**src/rtl/zeroheti_pkg.sv**
```systemverilog
// zeroheti_pkg: shared configuration, state encoding and helpers for the zeroheti core
package zeroheti_pkg;
    typedef struct packed {
        int unsigned num_irqs;
        int unsigned num_prio;
    } core_cfg_t;

    localparam core_cfg_t DefaultCfg = '{num_irqs: 64, num_prio: 16};
    localparam int unsigned VecEntryBytes = 4;

    typedef enum logic [1:0] {IDLE, FETCH_REQ, FETCH_RSP, REDIRECT} irq_taker_state_e;

    function automatic logic [31:0] mk_irq_cause(input logic [30:0] id);
        return {1'b1, id};
    endfunction
endpackage

```
**src/rtl/obi_bus.sv**
```systemverilog
// OBI_BUS: OBI request/response bundle with manager and subordinate views
interface OBI_BUS;
    logic        req;
    logic        gnt;
    logic [31:0] addr;
    logic        we;
    logic [3:0]  be;
    logic [31:0] wdata;
    logic        rvalid;
    logic [31:0] rdata;
    logic        err;

    modport Manager (output req, addr, we, be, wdata, input gnt, rvalid, rdata, err);
    modport Subordinate (input req, addr, we, be, wdata, output gnt, rvalid, rdata, err);
endinterface

```
**src/rtl/zeroheti_vec_fetch.sv**
```systemverilog
// zeroheti_vec_fetch: single-outstanding OBI word read used to fetch vector table entries
module zeroheti_vec_fetch (
    input  logic        clk_i,
    input  logic        rst_i,
    input  logic        start_i,
    input  logic [31:0] addr_i,
    output logic        granted_o,
    output logic        done_o,
    output logic [31:0] data_o,
    output logic        err_o,
    OBI_BUS.Manager     obi_mgr
);
    logic        req_q, pend_q;
    logic [31:0] addr_q;

    assign obi_mgr.req   = req_q;
    assign obi_mgr.addr  = addr_q;
    assign obi_mgr.we    = 1'b0;
    assign obi_mgr.be    = 4'hF;
    assign obi_mgr.wdata = '0;
    assign granted_o     = req_q & obi_mgr.gnt;
    // Responses only count while a granted read is pending; strays are dropped.
    assign done_o        = pend_q & obi_mgr.rvalid;
    assign data_o        = obi_mgr.rdata;
    assign err_o         = obi_mgr.err;

    always_ff @(posedge clk_i or posedge rst_i) begin
        if (rst_i) begin
            req_q  <= 1'b0;
            pend_q <= 1'b0;
            addr_q <= '0;
        end else if (start_i) begin
            req_q  <= 1'b1;
            addr_q <= addr_i;
        end else if (granted_o) begin
            req_q  <= 1'b0;
            pend_q <= 1'b1;
        end else if (done_o) begin
            pend_q <= 1'b0;
        end
    end
endmodule

```
**src/rtl/zeroheti_irq_taker.sv**
```systemverilog
// zeroheti_irq_taker: core-side interrupt take, level tracking and shv handler redirect
module zeroheti_irq_taker
    import zeroheti_pkg::*;
#(
    parameter core_cfg_t CoreCfg   = DefaultCfg,
    localparam int       IrqWidth  = $clog2(CoreCfg.num_irqs),
    localparam int       PrioWidth = $clog2(CoreCfg.num_prio)
) (
    input  logic                 clk_i,
    input  logic                 rst_i,
    input  logic                 irq_valid_i,
    input  logic [IrqWidth-1:0]  irq_id_i,
    input  logic [PrioWidth-1:0] irq_level_i,
    input  logic                 irq_shv_i,
    output logic                 irq_ack_o,
    output logic [IrqWidth-1:0]  irq_id_o,
    input  logic                 mie_i,
    input  logic [PrioWidth-1:0] mintthresh_i,
    input  logic [31:0]          mtvec_i,
    input  logic [31:0]          mtvt_i,
    input  logic                 boundary_i,
    input  logic                 mret_i,
    output logic                 take_o,
    output logic [31:0]          cause_o,
    output logic [PrioWidth-1:0] cur_level_o,
    output logic [PrioWidth-1:0] prev_level_o,
    output logic                 redirect_valid_o,
    output logic [31:0]          redirect_pc_o,
    input  logic                 redirect_ready_i,
    output logic                 fault_o,
    OBI_BUS.Manager              obi_mgr
);
    irq_taker_state_e     state_q;
    logic [PrioWidth-1:0] cur_q, prev_q, thr_max;
    logic [31:0]          pc_q, trap_base, fetch_data;
    logic                 fault_q, eligible, take, fetch_granted, fetch_done, fetch_err;

    assign thr_max   = (cur_q > mintthresh_i) ? cur_q : mintthresh_i;
    assign eligible  = irq_valid_i & mie_i & (irq_level_i > thr_max);
    // rst_i is folded in so the same-cycle take outputs stay quiet while reset is held.
    assign take      = (state_q == IDLE) & ~rst_i & ~mret_i & eligible & boundary_i;
    assign trap_base = mtvec_i & 32'hFFFF_FFFC;

    assign take_o           = take;
    assign irq_ack_o        = take;
    assign irq_id_o         = take ? irq_id_i : '0;
    assign cause_o          = take ? mk_irq_cause(31'(irq_id_i)) : '0;
    assign cur_level_o      = cur_q;
    assign prev_level_o     = prev_q;
    assign redirect_valid_o = (state_q == REDIRECT);
    assign redirect_pc_o    = pc_q;
    assign fault_o          = fault_q;

    zeroheti_vec_fetch u_vec_fetch (
        .clk_i     (clk_i),
        .rst_i     (rst_i),
        .start_i   (take & irq_shv_i),
        .addr_i    (mtvt_i + 32'(irq_id_i) * VecEntryBytes),
        .granted_o (fetch_granted),
        .done_o    (fetch_done),
        .data_o    (fetch_data),
        .err_o     (fetch_err),
        .obi_mgr   (obi_mgr)
    );

    always_ff @(posedge clk_i or posedge rst_i) begin
        if (rst_i) begin
            state_q <= IDLE;
            cur_q   <= '0;
            prev_q  <= '0;
            pc_q    <= '0;
            fault_q <= 1'b0;
        end else begin
            fault_q <= 1'b0;
            case (state_q)
                IDLE: begin
                    if (mret_i) begin
                        cur_q  <= prev_q;
                        prev_q <= '0;
                    end else if (take) begin
                        prev_q  <= cur_q;
                        cur_q   <= irq_level_i;
                        pc_q    <= trap_base;
                        state_q <= irq_shv_i ? FETCH_REQ : REDIRECT;
                    end
                end
                FETCH_REQ: if (fetch_granted) state_q <= FETCH_RSP;
                FETCH_RSP: begin
                    if (fetch_done) begin
                        fault_q <= fetch_err;
                        pc_q    <= fetch_err ? trap_base : (fetch_data & 32'hFFFF_FFFE);
                        state_q <= REDIRECT;
                    end
                end
                REDIRECT: if (redirect_ready_i) state_q <= IDLE;
                default: state_q <= IDLE;
            endcase
        end
    end
endmodule

```
**src/flat_wrapper.sv**
```systemverilog
// flat-port wrapper written by rule: the top's interface ports become plain ports
module zeroheti_irq_taker_flat import zeroheti_pkg::*;
#(
    parameter core_cfg_t CoreCfg   = DefaultCfg,
    localparam int       IrqWidth  = $clog2(CoreCfg.num_irqs),
    localparam int       PrioWidth = $clog2(CoreCfg.num_prio)
)
  (clk_i, rst_i, irq_valid_i, irq_id_i, irq_level_i, irq_shv_i, irq_ack_o, irq_id_o, mie_i, mintthresh_i, mtvec_i, mtvt_i, boundary_i, mret_i, take_o, cause_o, cur_level_o, prev_level_o, redirect_valid_o, redirect_pc_o, redirect_ready_i, fault_o, obi_mgr_req, obi_mgr_addr, obi_mgr_we, obi_mgr_be, obi_mgr_wdata, obi_mgr_gnt, obi_mgr_rvalid, obi_mgr_rdata, obi_mgr_err);
  OBI_BUS obi_mgr_i ();
  input  logic clk_i;
  input  logic rst_i;
  input  logic irq_valid_i;
  input  logic [IrqWidth-1:0] irq_id_i;
  input  logic [PrioWidth-1:0] irq_level_i;
  input  logic irq_shv_i;
  output logic irq_ack_o;
  output logic [IrqWidth-1:0] irq_id_o;
  input  logic mie_i;
  input  logic [PrioWidth-1:0] mintthresh_i;
  input  logic [31:0] mtvec_i;
  input  logic [31:0] mtvt_i;
  input  logic boundary_i;
  input  logic mret_i;
  output logic take_o;
  output logic [31:0] cause_o;
  output logic [PrioWidth-1:0] cur_level_o;
  output logic [PrioWidth-1:0] prev_level_o;
  output logic redirect_valid_o;
  output logic [31:0] redirect_pc_o;
  input  logic redirect_ready_i;
  output logic fault_o;
  output wire logic [$bits(obi_mgr_i.req)-1:0] obi_mgr_req;
  output wire logic [$bits(obi_mgr_i.addr)-1:0] obi_mgr_addr;
  output wire logic [$bits(obi_mgr_i.we)-1:0] obi_mgr_we;
  output wire logic [$bits(obi_mgr_i.be)-1:0] obi_mgr_be;
  output wire logic [$bits(obi_mgr_i.wdata)-1:0] obi_mgr_wdata;
  input wire logic [$bits(obi_mgr_i.gnt)-1:0] obi_mgr_gnt;
  input wire logic [$bits(obi_mgr_i.rvalid)-1:0] obi_mgr_rvalid;
  input wire logic [$bits(obi_mgr_i.rdata)-1:0] obi_mgr_rdata;
  input wire logic [$bits(obi_mgr_i.err)-1:0] obi_mgr_err;
  assign obi_mgr_req = obi_mgr_i.req;
  assign obi_mgr_addr = obi_mgr_i.addr;
  assign obi_mgr_we = obi_mgr_i.we;
  assign obi_mgr_be = obi_mgr_i.be;
  assign obi_mgr_wdata = obi_mgr_i.wdata;
  assign obi_mgr_i.gnt = obi_mgr_gnt;
  assign obi_mgr_i.rvalid = obi_mgr_rvalid;
  assign obi_mgr_i.rdata = obi_mgr_rdata;
  assign obi_mgr_i.err = obi_mgr_err;
  zeroheti_irq_taker #(.CoreCfg(CoreCfg)) u_core (.clk_i(clk_i), .rst_i(rst_i), .irq_valid_i(irq_valid_i), .irq_id_i(irq_id_i), .irq_level_i(irq_level_i), .irq_shv_i(irq_shv_i), .irq_ack_o(irq_ack_o), .irq_id_o(irq_id_o), .mie_i(mie_i), .mintthresh_i(mintthresh_i), .mtvec_i(mtvec_i), .mtvt_i(mtvt_i), .boundary_i(boundary_i), .mret_i(mret_i), .take_o(take_o), .cause_o(cause_o), .cur_level_o(cur_level_o), .prev_level_o(prev_level_o), .redirect_valid_o(redirect_valid_o), .redirect_pc_o(redirect_pc_o), .redirect_ready_i(redirect_ready_i), .fault_o(fault_o), .obi_mgr(obi_mgr_i));
endmodule
```
**config.mk**
```make
export PLATFORM = sky130hd
export DESIGN_NAME = zeroheti_irq_taker_flat
export DESIGN_NICKNAME = d
export VERILOG_FILES = /design/src/rtl/zeroheti_pkg.sv /design/src/rtl/obi_bus.sv /design/src/rtl/zeroheti_vec_fetch.sv /design/src/rtl/zeroheti_irq_taker.sv /design/src/flat_wrapper.sv
export SDC_FILE = /design/constraint.sdc
export NUM_CORES = 1
export LEC_CHECK = 0
export BUFFER_PORTS_ARGS = -buffer_cell sky130_fd_sc_hd__clkbuf_2
export CORE_UTILIZATION = 39
export CTS_CLUSTER_DIAMETER = 200
export DETAILED_ROUTE_END_ITERATION = 16
export PLACE_DENSITY = 0.71
export SETUP_SLACK_MARGIN = 0.2
export SYNTH_ARGS = -nofsm -noshare
export SYNTH_HDL_FRONTEND = slang
export SYNTH_SLANG_ARGS = --single-unit
```
**constraint.sdc**
```tcl
create_clock -name clk_i -period 6 [get_ports clk_i]
set_input_delay 1.2 -clock clk_i [delete_from_list [all_inputs] [get_ports clk_i]]
set_output_delay 1.2 -clock clk_i [all_outputs]
set_load 0.05 [all_outputs]
```
; After elaboration in Yosys (flattened, before gate mapping)
; Cells that the tools add are included.
[word_totals]
regBits = 77
latchBits = 0
mem_bits_rw = 0
mem_bits_ro = 0
word_cells = 65
mem_count = 0
[op_classes]
n_addsub = 1
multipliers = 0
div = 0
n_lt_le_gt_ge = 2
n_eq_ne = 8
shift = 0
muxes = 25
n_bitwise = 12
n_reduce_logical = 9
[ops]
columns = op, n
row1 = 2-to-1 mux 32 bit, 5
row2 = case mux 32 bit (2 select lines), 1
row3 = adder 32 x 8 -> 32 bit, 1
row4 = 2-to-1 mux 4 bit, 5
row5 = 2-to-1 mux 2 bit, 6
row6 = bitwise AND 1 bit, 9
row7 = > comparator 4 bit, 2
row8 = "!= test 2 x 1 -> 1 bit, second input constant", 4
row9 = case mux 2 bit (4 select lines), 1
row10 = nonzero test 2 bit, 4
row11 = 2-to-1 mux 1 bit, 6
row12 = 2-to-1 mux 6 bit, 1
row13 = AND reduction 5 bit, 1
row14 = "equality test 2 bit, second input constant", 2
row15 = AND reduction 2 bit, 2
row16 = AND reduction 4 bit, 1
row17 = inverter 1 bit, 3
row18 = "equality test 2 x 1 -> 1 bit, second input constant", 1
row19 = logical NOT 2 bit, 1
row20 = "!= test 2 bit, second input constant", 1

; Depth between registers and ports, before layout
[depth]
word_depth = 9
mapped_depth = 15

; By module
; A second synthesis with hierarchy kept.
[hier_totals]
hier_cells = 515
area_unflattened_um2 = 5247.5
[by_module_without_submodules]
columns = mod, instances, cells_per_inst, area_each_um2, seq_area_each_um2
row1 = zeroheti_irq_taker, 1, 365, 3279.4, 1051.0
row2 = zeroheti_vec_fetch, 1, 150, 1968.1, 850.8

; Least setup slack after synthesis
; Ideal clock, no wire load.
[synth_timing]
path_kind = input to output
startpoint = input port mintthresh_i[1]
endpoint = output port irq_id_o[0]
arrival_time_ns = 4.834
required_time_ns = 4.800
setup_slack_ns = -0.034
cell_stages = 15
path_cell_list = inv_1 > ha_1 > nor2b_1 > o21a_1 > o21a_1 > o21ai_1 > mux2_2 > ha_1 > and4b_1 > a211o_1 > nand2b_4 > inv_4 > clkbuf_1 > and2_1 > buf_4
[synth_via]
elab_chain_cells = 7
[synth_lines]
columns = element, line
row1 = from (decl), flat_wrapper.sv:19  ; input logic [PrioWidth-1:0] mintthresh_i;
row2 = > comparator 4 bit, zeroheti_irq_taker.sv:38  ; assign thr_max = (cur_q > mintthresh_i) ? cur_q : mintthresh_i;
row3 = 2-to-1 mux 4 bit *, zeroheti_irq_taker.sv:38
row4 = > comparator 4 bit *, zeroheti_irq_taker.sv:39  ; assign eligible = irq_valid_i & mie_i & (irq_level_i > thr_max);
row5 = bitwise AND 1 bit *, zeroheti_irq_taker.sv:39
row6 = bitwise AND 1 bit * (2 in a row), zeroheti_irq_taker.sv:41  ; assign take = (state_q == IDLE) & ~rst_i & ~mret_i & eligible & boundary_i;
row7 = named net irq_ack_o, flat_wrapper.sv:16  ; output logic irq_ack_o;
row8 = 2-to-1 mux 6 bit *, zeroheti_irq_taker.sv:46  ; assign irq_id_o = take ? irq_id_i : '0;
row9 = to (decl), flat_wrapper.sv:17  ; output logic [IrqWidth-1:0] irq_id_o;
; Mark *: on every way through the listed nets, which the timed path passes. The rest lies on a longest branch.

; Worst setup path in the final report
[layout_timing]
startpoint = input port mintthresh_i[1]
endpoint = output port cause_o[3]
[layout_via]
elab_chain_cells = 7
[layout_lines]
columns = element, line
row1 = > comparator 4 bit, zeroheti_irq_taker.sv:38
row2 = 2-to-1 mux 4 bit *, zeroheti_irq_taker.sv:38
row3 = > comparator 4 bit *, zeroheti_irq_taker.sv:39
row4 = bitwise AND 1 bit *, zeroheti_irq_taker.sv:39
row5 = bitwise AND 1 bit * (2 in a row), zeroheti_irq_taker.sv:41
row6 = 2-to-1 mux 32 bit *, zeroheti_irq_taker.sv:47  ; assign cause_o = take ? mk_irq_cause(31'(irq_id_i)) : '0;
row7 = to (decl), flat_wrapper.sv:25  ; output logic [31:0] cause_o;
; Mark *: on every way between the ends. The rest lies on a longest branch, timed or not.

==> impl_metrics.py <==
metrics = {
    "cts": {
        "ctsResizeCount": 0,
        "cts_hold_buf": 0,
        "cts_root_buf": "clkbuf_16",
        "clock_sinks": 76,
        "path_clk_slew_ps": 50,
        "cts_buffers": 9,
        "clkLatencyLatePin_ps": 340,
        "htreeDepth": 3,
        "cts_tree": "done",
        "clk_path_buf_depth": 2,
        "post-cts-setup-buffers": 0,
    },
    "yosys": {
        "synth_top_cell_by_area": "dfrtp_1",
        "yosysMostFrequentCell": "nand2_1",
        "syn_inst": 558,
        "synth_compound_area_share_pct": 9.59,
        "yosysSeqAreaShare_pct": 36.6,
        "ys_warn_count": 0,
        "yosys.area_share.simple_pct": 19.1,
        "ys_ff_latch": 76,
        "synth_edf_count": 0,
        "yosysTopAreaCellShare_pct": 36.6,
        "synth_top_family_by_area": "simple AND/OR/NAND/NOR gates",
        "ys_top_cells_by_count": "137 x nand2_1, 76 x dfrtp_1, 71 x buf_4, 30 x mux2_4, 29 x o21ai_0",
        "syn-cell-area_um2": 5190,
        "synth_area_leaders": "dfrtp_1 37%, buf_4 10%, nand2_1 9.9%",
        "postSynthAreaPerCell_um2": 9.31,
        "ys_types": 56,
        "synthArstFlopShare_pct": 100,
        "synthXorXnorAreaFrac_pct": 3.71,
        "synth_flop_cell": "dfrtp_1",
        "synth_adder_area_share_pct": 4.96,
        "synth_mux_area_share_pct": 11.2,
    },
    "sta": {
        "skew_ps": 7.85,
        "drv_slew": 0,
        "max_freq_mhz": 183,
        "relSlewSlack_pct": 18.8,
        "setup_viol": 0,
        "fin_crit_ps": 5470,
        "fin_setup_tns_ps": 0,
        "period_share_pct": 91.2,
        "report.final.hold_viol_count": 0,
        "rsz0062_at_grt": "no",
        "worstMarginPinSlew_ps": 1210,
    },
    "drt": {
        "drt-initial-drc-count": 187,
        "ant_nets": 0,
        "drt_first_pass_iters": 4,
        "via_per_inst": 4.67,
        "wl_per_cell_um": 13.2,
        "drc": 0,
        "drt_wl_total_um": 12100,
        "routed-via-count": 4296,
    },
    "final_layout": {
        "final_nets": 885,
        "fill_cells": 1257,
        "seq_area_um2": 1900,
        "multi_input_area_um2": 2760,
        "stdcell_count": 919,
        "areaGrowthSynthToFinish_pct": 21.3,
        "drive_gt1_share_pct": 36.7,
        "n_antenna_cell": 0,
    },
    "global_routing": {
        "grt_pass1_vias": 4033,
        "grt_pass1_wl_um": 19700,
        "grt-ovfl-total": 0,
        "grt_max_degree": 77,
        "grt_util_all_layers_pct": 17.9,
        "antenna_found_initial": 0,
    },
    "place": {
        "gp_congestion": 0.881,
        "dp_hpwl_um": 9260,
        "io_buffers": 206,
        "dp_cells": 905,
    },
    "worst_setup_path": {
        "crit_type": "in -> out",
        "arrival_ps": 4270,
        "cp-start-kind": "primary input",
        "critPathRequiredTime_ps": 4800,
        "cp-end-kind": "output port",
        "cp_max_fo": 16,
    },
    "die": {
        "core_area_um2": 12800,
        "die_area_um2": 13800,
        "die_h_um": 117,
        "io_pins": 273,
        "die_x_um": 117,
        "row_count": 41,
        "initial_core_util_pct": 40.5,
    },
    "power": {
        "power_density_nw_per_um2": 473,
        "irDropWorstVdd_v": 0.000167,
        "finalPower_mw": 2.98,
        "power.leakage_nw": 3.51,
    },
    "flow_run": {
        "drv_cap": 0,
    },
    "hold_path": {
        "hold_path_class": "reg -> reg",
    },
    "outcome": {
        "status": "complete, no violations",
    },
}
registers in the layout (all words and copies together), names as in the netlist:
signal and cells:
u_core.prev_level_o 4, u_core.state_q 2, u_core.cur_level_o 4, u_core.redirect_pc_o 31, u_core.u_vec_fetch.obi_mgr.req 1, u_core.u_vec_fetch.obi_mgr.addr 32, u_core.fault_o 1, u_core.u_vec_fetch.pend_q 1
final cells by class:
class	instances	area share (%)
Clock buffer	12	4.07
Clock inverter	2	0.556
Inverter	19	1.19
Multi-Input combinational cell	429	43.9
Sequential cell	76	30.2
Tap cell	172	3.42
Timing Repair Buffer	209	16.7
cell usage in the layout, fill, tap and decap left out, types with 2 or more instances in the layout:
cell type and n:
clkbuf_2 206, nand2_1 136, dfrtp_1 76, conb_1 63, mux2_4 30, o21ai_0 29
xor2_1 20, ha_1 19, inv_1 17, nand3_1 15, nor2_1 11, nand4_1 10
clkbuf_16 9, mux2_2 7, o2111ai_1 6, o211ai_1 6, and2_1 6, a211oi_1 5
mux2i_1 5, a21oi_1 4, o221a_2 4, o21a_1 4, and3_1 4, nor3b_1 4
a21o_1 3, or3_1 3, nor2b_1 3, buf_4 3, and4b_1 2, clkinv_2 2
or4_1 2, xnor2_1 2, nor3_1 2, o311ai_0 2, clkbuf_8 2
per-stage QoR:
| step | utilization, % | hold WS, ps | cell area [um2] | setup slack [ps] |
|---|---|---|---|---|
| 2_1_floorplan | - | 466 | 5420 | 295 |
| 3_5_place_dp | 46.8 | 470 | 6010 | 535 |
| 4_1_cts | 49.1 | 486 | 6300 | 520 |
| 6_report | 49.1 | 482 | 6300 | 530 |
| 3_3_place_gp | 46.8 | 464 | 6010 | 558 |
| 5_1_grt | 49.1 | 500 | 6300 | 322 |
cells by family (layout without fill, tap and decap cells):
group	after synthesis	after routing
buffers and inverters	114	242
adders and majority gates	20	20
muxes	42	42
xor gates and xnor gates	22	22
other	2	63
DFF	76	76
and+or+nand+nor	211	211
AOI/OAI and AO/OA	71	71
report_power, final:
group,internal (mW),total [mW],switching (mW)
logic,0.536,1.64,1.11
registers,0.688,0.797,0.110
clock network,0.339,0.540,0.200
total,1.56,2.98,1.42
per-layer routing:
| metal | routed length (um) | global-route usage (%) |
|---|---|---|
| met4 | 271 | 8.69 |
| met5 | 0 | 0 |
| met3 | 1030 | 5.25 |
| met1 | 5380 | 22.4 |
| met2 | 5460 | 28.1 |
critical path, cell delays in order:
cell and delay, ps:
clkbuf_2 90, inv_1 40, ha_1 290, nor2b_1 140
o21a_1 160, o21a_1 160, o21ai_1 340, mux2_2 390
ha_1 180, and4b_1 260, a211o_1 200, nand2b_4 140
inv_4 200, and2_1 190, clkbuf_2 280
final timing paths:
kind                                                                    to  depth (start not counted)  slack, ps                                            start
setup reg to reg                      u_core.redirect_pc_o[13]$_DFFE_PP0P_                         14       1960                u_core.cur_level_o[1]$_DFFE_PP0P_
hold / removal             u_core.u_vec_fetch.obi_mgr.addr[30]$_DFFE_PP0P_                          2        480  u_core.u_vec_fetch.obi_mgr.addr[30]$_DFFE_PP0P_
hold reg to reg            u_core.u_vec_fetch.obi_mgr.addr[30]$_DFFE_PP0P_                          2        480  u_core.u_vec_fetch.obi_mgr.addr[30]$_DFFE_PP0P_
max in group asynchronous  u_core.u_vec_fetch.obi_mgr.addr[13]$_DFFE_PP0P_                          3       4210                                            rst_i
setup / recovery                                                cause_o[3]                         15        530                                  mintthresh_i[1]
min in group asynchronous              u_core.redirect_pc_o[1]$_DFFE_PP0P_                          3       1150                                            rst_i
No activity file was read; power rests on OpenSTA's default activity.
